<file path="config.mk">
export PLATFORM = sky130hd
export DESIGN_NAME = ir_encoder
export DESIGN_NICKNAME = d
export VERILOG_FILES = /design/src/rtl/ir_encoder.sv
export SDC_FILE = /design/constraint.sdc
export NUM_CORES = 1
export LEC_CHECK = 0
export ABC_CLOCK_PERIOD_IN_PS = 3800
export CAP_MARGIN = 25
export CORE_ASPECT_RATIO = 0.8
export CORE_MARGIN = 4
export CORE_UTILIZATION = 50
export DETAILED_ROUTE_END_ITERATION = 8
export PLACE_DENSITY = 0.79
export RECOVER_POWER = 25
export SLEW_MARGIN = 20
export SYNTH_ARGS = -nofsm -noshare
export SYNTH_HDL_FRONTEND = slang
export SYNTH_SLANG_ARGS = --single-unit
</file>
<file path="constraint.sdc">
create_clock -name clk_in -period 3.8 [get_ports clk_in]
set_clock_uncertainty 0.15 [all_clocks]
set_input_delay 0.95 -clock clk_in [delete_from_list [all_inputs] [get_ports clk_in]]
set_output_delay 0.95 -clock clk_in [all_outputs]
set_load 0.03 [all_outputs]
</file>
<file path="src/rtl/ir_encoder.sv">
// ir_encoder
//   Pulse-distance IR transmitter. A 32-bit code is sent MSB first as a sync
//   burst and sync silence, then one burst plus one silence per bit, where
//   the silence length encodes the bit. A final burst closes the frame, and
//   a mandatory idle-high gap follows before the next frame can start.
//
// Ports
//   clk_in      system clock, rising edge
//   rst_in      asynchronous active-low reset
//   code_in     code to transmit, captured on acceptance
//   valid_in    send request, accepted only while ready_out is high
//   abort_in    cancel the frame in progress (no-op in IDLE and GAP_WAIT)
//   ready_out   high only in IDLE
//   signal_out  IR line: 0 = burst, 1 = silence/idle
//   done_out    one-cycle pulse on return to IDLE after a completed frame
//   state_out   current FSM state code
module ir_encoder #(
  parameter int SBD  = 900,
  parameter int SSD  = 450,
  parameter int BBD  = 60,
  parameter int BSD0 = 60,
  parameter int BSD1 = 160,
  parameter int GAP  = 50
) (
  input  logic        clk_in,
  input  logic        rst_in,
  input  logic [31:0] code_in,
  input  logic        valid_in,
  input  logic        abort_in,
  output logic        ready_out,
  output logic        signal_out,
  output logic        done_out,
  output logic [2:0]  state_out
);

  typedef enum logic [2:0] {
    ST_IDLE         = 3'd0,
    ST_SYNC_BURST   = 3'd1,
    ST_SYNC_SILENCE = 3'd2,
    ST_BIT_BURST    = 3'd3,
    ST_BIT_SILENCE  = 3'd4,
    ST_FINAL_BURST  = 3'd5,
    ST_GAP_WAIT     = 3'd6,
    ST_UNUSED       = 3'd7
  } state_e;

  function automatic int max2(input int a, input int b);
    return (a > b) ? a : b;
  endfunction

  localparam int MAX_DUR = max2(max2(max2(SBD, SSD), max2(BBD, BSD0)), max2(BSD1, GAP));
  localparam int CNT_W   = $clog2(MAX_DUR) + 1;

  state_e           state_q, state_d;
  logic [CNT_W-1:0] cnt_q, cnt_d;
  logic [5:0]       bit_q, bit_d;
  logic [31:0]      code_q, code_d;
  logic             aborted_q, aborted_d;
  logic             signal_q, signal_d;
  logic             ready_q, ready_d;
  logic             done_q, done_d;

  logic [CNT_W-1:0] last_cnt;
  logic             at_last;

  // Counter value on the final cycle of the current state. The IDLE cycle
  // that carries done_out is the last cycle of the mandatory gap, so
  // GAP_WAIT itself occupies GAP-1 cycles and frames accepted in the done
  // cycle are separated by exactly GAP idle-high cycles.
  always_comb begin
    // NOTE: every combinational output is given a default before the case so
    // that no path through the block leaves it unassigned and infers a latch.
    last_cnt = '0;
    case (state_q)
      ST_SYNC_BURST:   last_cnt = CNT_W'(SBD - 1);
      ST_SYNC_SILENCE: last_cnt = CNT_W'(SSD - 1);
      ST_BIT_BURST:    last_cnt = CNT_W'(BBD - 1);
      ST_BIT_SILENCE:  last_cnt = code_q[bit_q[4:0]] ? CNT_W'(BSD1 - 1) : CNT_W'(BSD0 - 1);
      ST_FINAL_BURST:  last_cnt = CNT_W'(BBD - 1);
      ST_GAP_WAIT:     last_cnt = CNT_W'(GAP - 2);
      default:         last_cnt = '0;
    endcase
  end

  assign at_last = (cnt_q == last_cnt);

  always_comb begin
    state_d   = state_q;
    cnt_d     = cnt_q + CNT_W'(1);
    bit_d     = bit_q;
    code_d    = code_q;
    aborted_d = aborted_q;
    done_d    = 1'b0;

    case (state_q)
      ST_IDLE: begin
        cnt_d = '0;
        if (valid_in) begin
          state_d   = ST_SYNC_BURST;
          code_d    = code_in;
          bit_d     = 6'd31;
          aborted_d = 1'b0;
        end
      end
      ST_SYNC_BURST: if (at_last) begin
        state_d = ST_SYNC_SILENCE;
        cnt_d   = '0;
      end
      ST_SYNC_SILENCE: if (at_last) begin
        state_d = ST_BIT_BURST;
        cnt_d   = '0;
      end
      ST_BIT_BURST: if (at_last) begin
        state_d = ST_BIT_SILENCE;
        cnt_d   = '0;
      end
      ST_BIT_SILENCE: if (at_last) begin
        cnt_d = '0;
        if (bit_q == 6'd0) begin
          state_d = ST_FINAL_BURST;
        end else begin
          state_d = ST_BIT_BURST;
          bit_d   = bit_q - 6'd1;
        end
      end
      ST_FINAL_BURST: if (at_last) begin
        state_d = ST_GAP_WAIT;
        cnt_d   = '0;
      end
      ST_GAP_WAIT: if (at_last) begin
        state_d = ST_IDLE;
        cnt_d   = '0;
        done_d  = !aborted_q;
      end
      default: begin
        state_d = ST_IDLE;
        cnt_d   = '0;
      end
    endcase

    // Abort overrides normal sequencing in any transmitting state; the gap
    // is still honoured, but the frame is not reported as done.
    if (abort_in && (state_q inside {ST_SYNC_BURST, ST_SYNC_SILENCE, ST_BIT_BURST,
                                     ST_BIT_SILENCE, ST_FINAL_BURST})) begin
      state_d   = ST_GAP_WAIT;
      cnt_d     = '0;
      aborted_d = 1'b1;
      done_d    = 1'b0;
    end

    // Outputs are registered from the next state so they line up with state_out.
    ready_d  = (state_d == ST_IDLE);
    signal_d = !(state_d inside {ST_SYNC_BURST, ST_BIT_BURST, ST_FINAL_BURST});
  end

  always_ff @(posedge clk_in or negedge rst_in) begin
    // NOTE: sequential state uses non-blocking assignments so every flop
    // samples the pre-edge values regardless of statement order.
    if (!rst_in) begin
      state_q   <= ST_IDLE;
      cnt_q     <= '0;
      bit_q     <= '0;
      code_q    <= '0;
      aborted_q <= 1'b0;
      signal_q  <= 1'b1;
      ready_q   <= 1'b1;
      done_q    <= 1'b0;
    end else begin
      state_q   <= state_d;
      cnt_q     <= cnt_d;
      bit_q     <= bit_d;
      code_q    <= code_d;
      aborted_q <= aborted_d;
      signal_q  <= signal_d;
      ready_q   <= ready_d;
      done_q    <= done_d;
    end
  end

  assign ready_out  = ready_q;
  assign signal_out = signal_q;
  assign done_out   = done_q;
  assign state_out  = state_q;

endmodule

</file>
# Word-level counts from Yosys, hierarchy flattened
# Index checks and enable logic that the tools add are counted.
[classes]
addsub = 2
magnitude_cmp = 1
n_eq_ne = 13
n_mux = 27
reduce_logical = 16
[ops]
columns = ["op", "n"]
rows = [
  ["$pmux W10 S5", 1],
  ["$mux W11", 3],
  ["$mux W3", 9],
  ["$pmux W3 S7", 1],
  ["$mux W6", 3],
  ["$eq A3 B3 Y1 const B", 4],
  ["$pmux W6 S2", 1],
  ["$add A11 B1 Y11 const B", 1],
  ["$eq A11 B11 Y1", 1],
  ["$eq A3 B2 Y1 const B", 3],
  ["$mux W8", 1],
  ["$mux W1", 7],
  ["$eq A3 B1 Y1 const B", 2],
  ["$logic_not A3 Y1", 2],
  ["$logic_not A6 Y1", 1],
  ["$lt A5 B6 Y1 const B", 1],
  ["$ne A2 B2 Y1 const B", 3],
  ["$reduce_bool A2 Y1", 3],
  ["$reduce_or A6 Y1", 1],
  ["$sub A6 B1 Y6 const B", 1],
  ["$bmux W1 S5", 1],
  ["$reduce_bool A5 Y1", 1],
  ["$reduce_and A2 Y1", 2],
  ["$reduce_and A4 Y1", 1],
  ["other kinds (4)", 5],
]
[word_totals]
ff_bits = 56
output_inout_bits = 6
word_cells = 67

# Longest topological paths before layout
[depth]
word_depth = 11
ltp_mapped = 11
mapped_depth_nobuf = 9

# Least setup slack after synthesis
# Ideal clock, no wire load.
[synth_timing]
kind = "flip-flop to flip-flop"
start = "register bit_q[0]"
end = "register bit_q[1]"
arrival_time_ps = 2601
t_required_ps = 3525
setup_slack_ps = 924
stages_incl_launch_ff = 12
path_cell_list = "dfrtp_1 > buf_6 > mux4_2 > o21ai_1 > o21ai_1 > a21boi_2 > nor4_2 > or4_1 > and4_1 > buf_6 > a21oi_2 > mux2_2"
[synth_between]
elab_chain_len = 7
word_cells_on_any_way = 13
cone_classes = "add/sub (1); eq/ne (3); mux (7); reduce/logical (2)"
[synth_lines]
columns = ["item", "line_no", "rtl"]
rows = [
  ["start, declared", "56", "logic [5:0] bit_q, bit_d;"],
  ["start signal, assigned", "171", "bit_q <= bit_d;"],
  ["$bmux W1 S5", "78", "ST_BIT_SILENCE: last_cnt = code_q[bit_q[4:0]] ? CNT_W'(BSD1 - 1) : CNT_W'(BSD0 - 1);"],
  ["$mux W1 (implied by the code)", "78", ""],
  ["$mux W8", "78", ""],
  ["$pmux W10 S5", "74", "case (state_q)"],
  ["$eq A11 B11 Y1", "85", "assign at_last = (cnt_q == last_cnt);"],
  ["$ne A2 B2 Y1 (no source line)", "n/a", ""],
  ["$reduce_and A4 Y1 (no source line)", "n/a", ""],
]
# Several ways; a longest one is shown, not always the timed one. The select of a mux whose other input is x is not followed.
# A chain may end at the register's enable or synchronous reset.

# Final worst setup path
[layout_timing]
start = "register bit_q[0]"
end = "register cnt_q[3]"
[layout_between]
elab_chain_len = 8
[layout_lines]
columns = ["item", "line_no", "rtl"]
rows = [
  ["$bmux W1 S5", "78", ""],
  ["$mux W1 (implied by the code)", "78", ""],
  ["$mux W8", "78", ""],
  ["$pmux W10 S5", "74", ""],
  ["$eq A11 B11 Y1", "85", ""],
  ["$mux W11 (2 in series)", "n/a", ""],
  ["$mux W11", "143", "if (abort_in && (state_q inside {ST_SYNC_BURST, ST_SYNC_SILENCE, ST_BIT_BURST,"],
  ["net cnt_d[3]", "55", "logic [CNT_W-1:0] cnt_q, cnt_d;"],
  ["end signal, assigned", "170", "cnt_q <= cnt_d;"],
  ["end, declared", "55", ""],
]
# The timed path passes the listed nets, and every way through them passes these cells. The select of a mux whose other input is x is not followed.

==> flow_metrics.py <==
metrics = {
    "sta": {
        "hold_violations": 0,
        "min_period_over_period_pct": 90.88,
        "fin_crit_ps": 3454,
        "fmax_mhz": 289.6,
        "max-slew-margin-rel_pct": 18.67,
        "slew_viol_final": 0,
        "fin_hold_ws_ps": 323.2,
        "rsz0062_at_grt": "no",
        "setup-tns-final_ps": 0,
        "worstMarginPinSlew_ps": 1220,
        "setup_violations": 0,
    },
    "floorplan": {
        "rows": 25,
        "initial_core_util_pct": 51.57,
        "coreArea_um2": 5881,
        "dieArea_um2": 7384,
        "io_pins": 42,
        "dieWidth_um": 95.08,
        "die_h_um": 77.66,
    },
    "drt": {
        "routed_wirelength_um": 6520,
        "drt-initial-drc-count": 207,
        "wl_met3_um": 395,
        "wl_met2_um": 2970,
        "top_layer_used": "met4",
        "vias": 2493,
        "firstDrtPassIters": 4,
        "drc_errors": 0,
        "wl_per_cell_um": 14.17,
        "met1Wirelength_um": 3109,
        "postRouteAntennaNets": 0,
        "vias_per_cell": 5.420,
    },
    "global_route": {
        "grt_usage_pct": 19.36,
        "grt_max_degree": 42,
        "overflow": 0,
        "grt_pass1_vias": 2403,
        "grt_pass1_wl_um": 11370,
        "antenna_found_initial": 0,
    },
    "layout": {
        "drive_gt1_share_pct": 7.388,
        "design_area_um2": 3560,
        "antenna_cells": 0,
        "syn_to_final_growth_pct": 17.37,
        "num-fill-cells": 522,
        "nets": 417,
        "multi_input_area_um2": 1470,
        "ff_latch_area_um2": 1404,
    },
    "synthesis": {
        "ys_warn_count": 0,
        "syn_inst": 344,
        "ys_seq_area_share_pct": 46.29,
        "synthTopCellsByArea": "dfrtp_1 (45%), nand2_1 (14%), nor2_1 (3.8%)",
        "postSynthNetCount": 383,
        "ys_seq_elements": 56,
        "synth_top_cell_area_share_pct": 44.55,
        "synth_edf_count": 0,
        "yosysMostFrequentCell": "nand2_1",
        "ys_types": 53,
        "avgSynthCellArea_um2": 8.817,
        "synth_common_cells": "nand2_1 (110), dfrtp_1 (54), nor2_1 (31), a21oi_1 (14)",
        "synth_area_um2": 3033,
        "synth-main-ff-cell": "dfrtp_1",
        "netlist.top_cell.by_area": "dfrtp_1",
        "synthArstFlopShare_pct": 100.0,
    },
    "setup_path": {
        "required_ps": 3880,
        "startpoint_type": "flop",
        "critPathMaxFanout": 11,
        "worstSetupPathType": "reg -> reg",
        "cp_data_arrival_time_ps": 3530,
        "end_kind": "flop",
    },
    "worst_hold_path": {
        "min_path_type": "reg -> reg",
    },
    "power_and_ir_drop": {
        "vdd_drop_max_uv": 203.5,
        "p_per_area_nw_per_um2": 519.8,
        "p_leak_nw": 1.672,
        "finalPower_w": 0.001850,
    },
    "cts": {
        "cts_hold_buf": 0,
        "clk_latency_ps": 310,
        "cts_tree": "done",
        "cts_setup_buffers": 0,
        "cts.clk_slew.worst_paths_ps": 100,
        "cts-resized-gates": 0,
        "cts-htree-levels": 2,
        "cts-buffers-inserted": 5,
        "clockBufferDepth": 2,
        "clock_sinks": 56,
        "cts_root_buffer": "clkbuf_8",
    },
    "placed_design": {
        "post-dp-hpwl_um": 4864,
        "dpl_cell_area_um2": 3463,
        "port_buffers": 41,
        "routabilityCongestion": 0.8924,
    },
    "outcome": {
        "status": "completed",
    },
    "flow_run": {
        "max-cap-violations": 0,
    },
}
==> routing by layer <==
metal,global-route usage [%],up-vias
met5,0,-
met4,4.179,0
met3,4.554,4
met2,28.86,70
met1,28.72,1189
li1,-,1230
==> sequential cells by signal, indices dropped and copies added, names as in the netlist <==
signal	count
cnt_q	11
signal_out	1
state_out	3
aborted_q	1
bit_q	6
ready_out	1
code_q	32
done_out	1
==> where the power goes <==
group	internal, W	leakage [nW]	switching [W]	total (W)
Sequential	0.000752	0.718	0.000186	0.000938
Clock	0.000149	0.0445	0.000188	0.000336
Combinational	0.000287	0.909	0.000289	0.000576
==> cell usage in the layout, fill, tap and decap left out, types with 3 or more instances in the layout <==
master	count
and2_1	3
nor2_1	31
clkdlybuf4s50_1	40
ha_1	3
o21ai_0	9
nand2_1	110
inv_1	9
mux4_2	3
nor3_1	6
xor2_1	6
and4_1	3
dfrtp_1	54
nand3_1	11
mux4_1	4
buf_4	6
clkbuf_1	3
xnor2_1	5
nand2b_1	5
o211ai_1	3
clkbuf_8	6
a21oi_1	14
nand4_1	3
==> through the flow <==
step / instances / util [%] / setup slack [ps]
final: 460 / 60.53 / 346.4
after global routing: 460 / 60.53 / 64.43
after CTS: 459 / 60.49 / 337.4
after detailed placement: 451 / 58.89 / 348.2
after global placement: 451 / 58.89 / 509.1
after floorplan: 344 / - / 924.5
==> cell families (layout without fill, tap and decap cells) <==
logic type / after synthesis / count (layout) / synth area share (%)
simple gates: 183 / 183 / 26.11
flops: 56 / 56 / 46.29
compound gates: 49 / 49 / 10.85
buf+inv: 31 / 66 / 5.239
xor+xnor: 11 / 11 / 3.176
mux: 11 / 11 / 7.095
fa+ha+maj: 3 / 3 / 1.238
==> critical path, cell delays in order (launching register included) <==
cell	delay, ps
dfrtp_1	660
mux4_1	610
o22ai_1	180
o21ai_1	90
a21boi_2	210
nor4_2	70
or4_1	440
nand4_1	290
o211ai_1	430
nor2_1	230
==> final timing paths <==
| check | slack [ps] | from | to | cells after the start |
|---|---|---|---|---|
| worst max-delay path | 350 | bit_q[0]$_DFFE_PN0P_ | cnt_q[3]$_DFF_PN0_ | 9 |
| worst min-delay path | 320 | aborted_q$_DFFE_PN0P_ | done_out$_DFF_PN0_ | 1 |
| worst max register to register | 350 | bit_q[0]$_DFFE_PN0P_ | cnt_q[3]$_DFF_PN0_ | 9 |
| worst min register to register | 320 | aborted_q$_DFFE_PN0P_ | done_out$_DFF_PN0_ | 1 |
| max in group asynchronous | 1210 | rst_in | code_q[8]$_DFFE_PN0P_ | 3 |
| min in group asynchronous | 620 | rst_in | done_out$_DFF_PN0_ | 1 |
==> area by class of cell <==
cell class / count / share of cell area, %
Tap cell: 81 / 2.847
Sequential cell: 56 / 39.44
Clock buffer: 7 / 2.425
Inverter: 10 / 1.054
Timing Repair Buffer: 48 / 12.72
Clock inverter: 1 / 0.2109
Multi-Input combinational cell: 257 / 41.30
(Power assumes the default switching activity.)
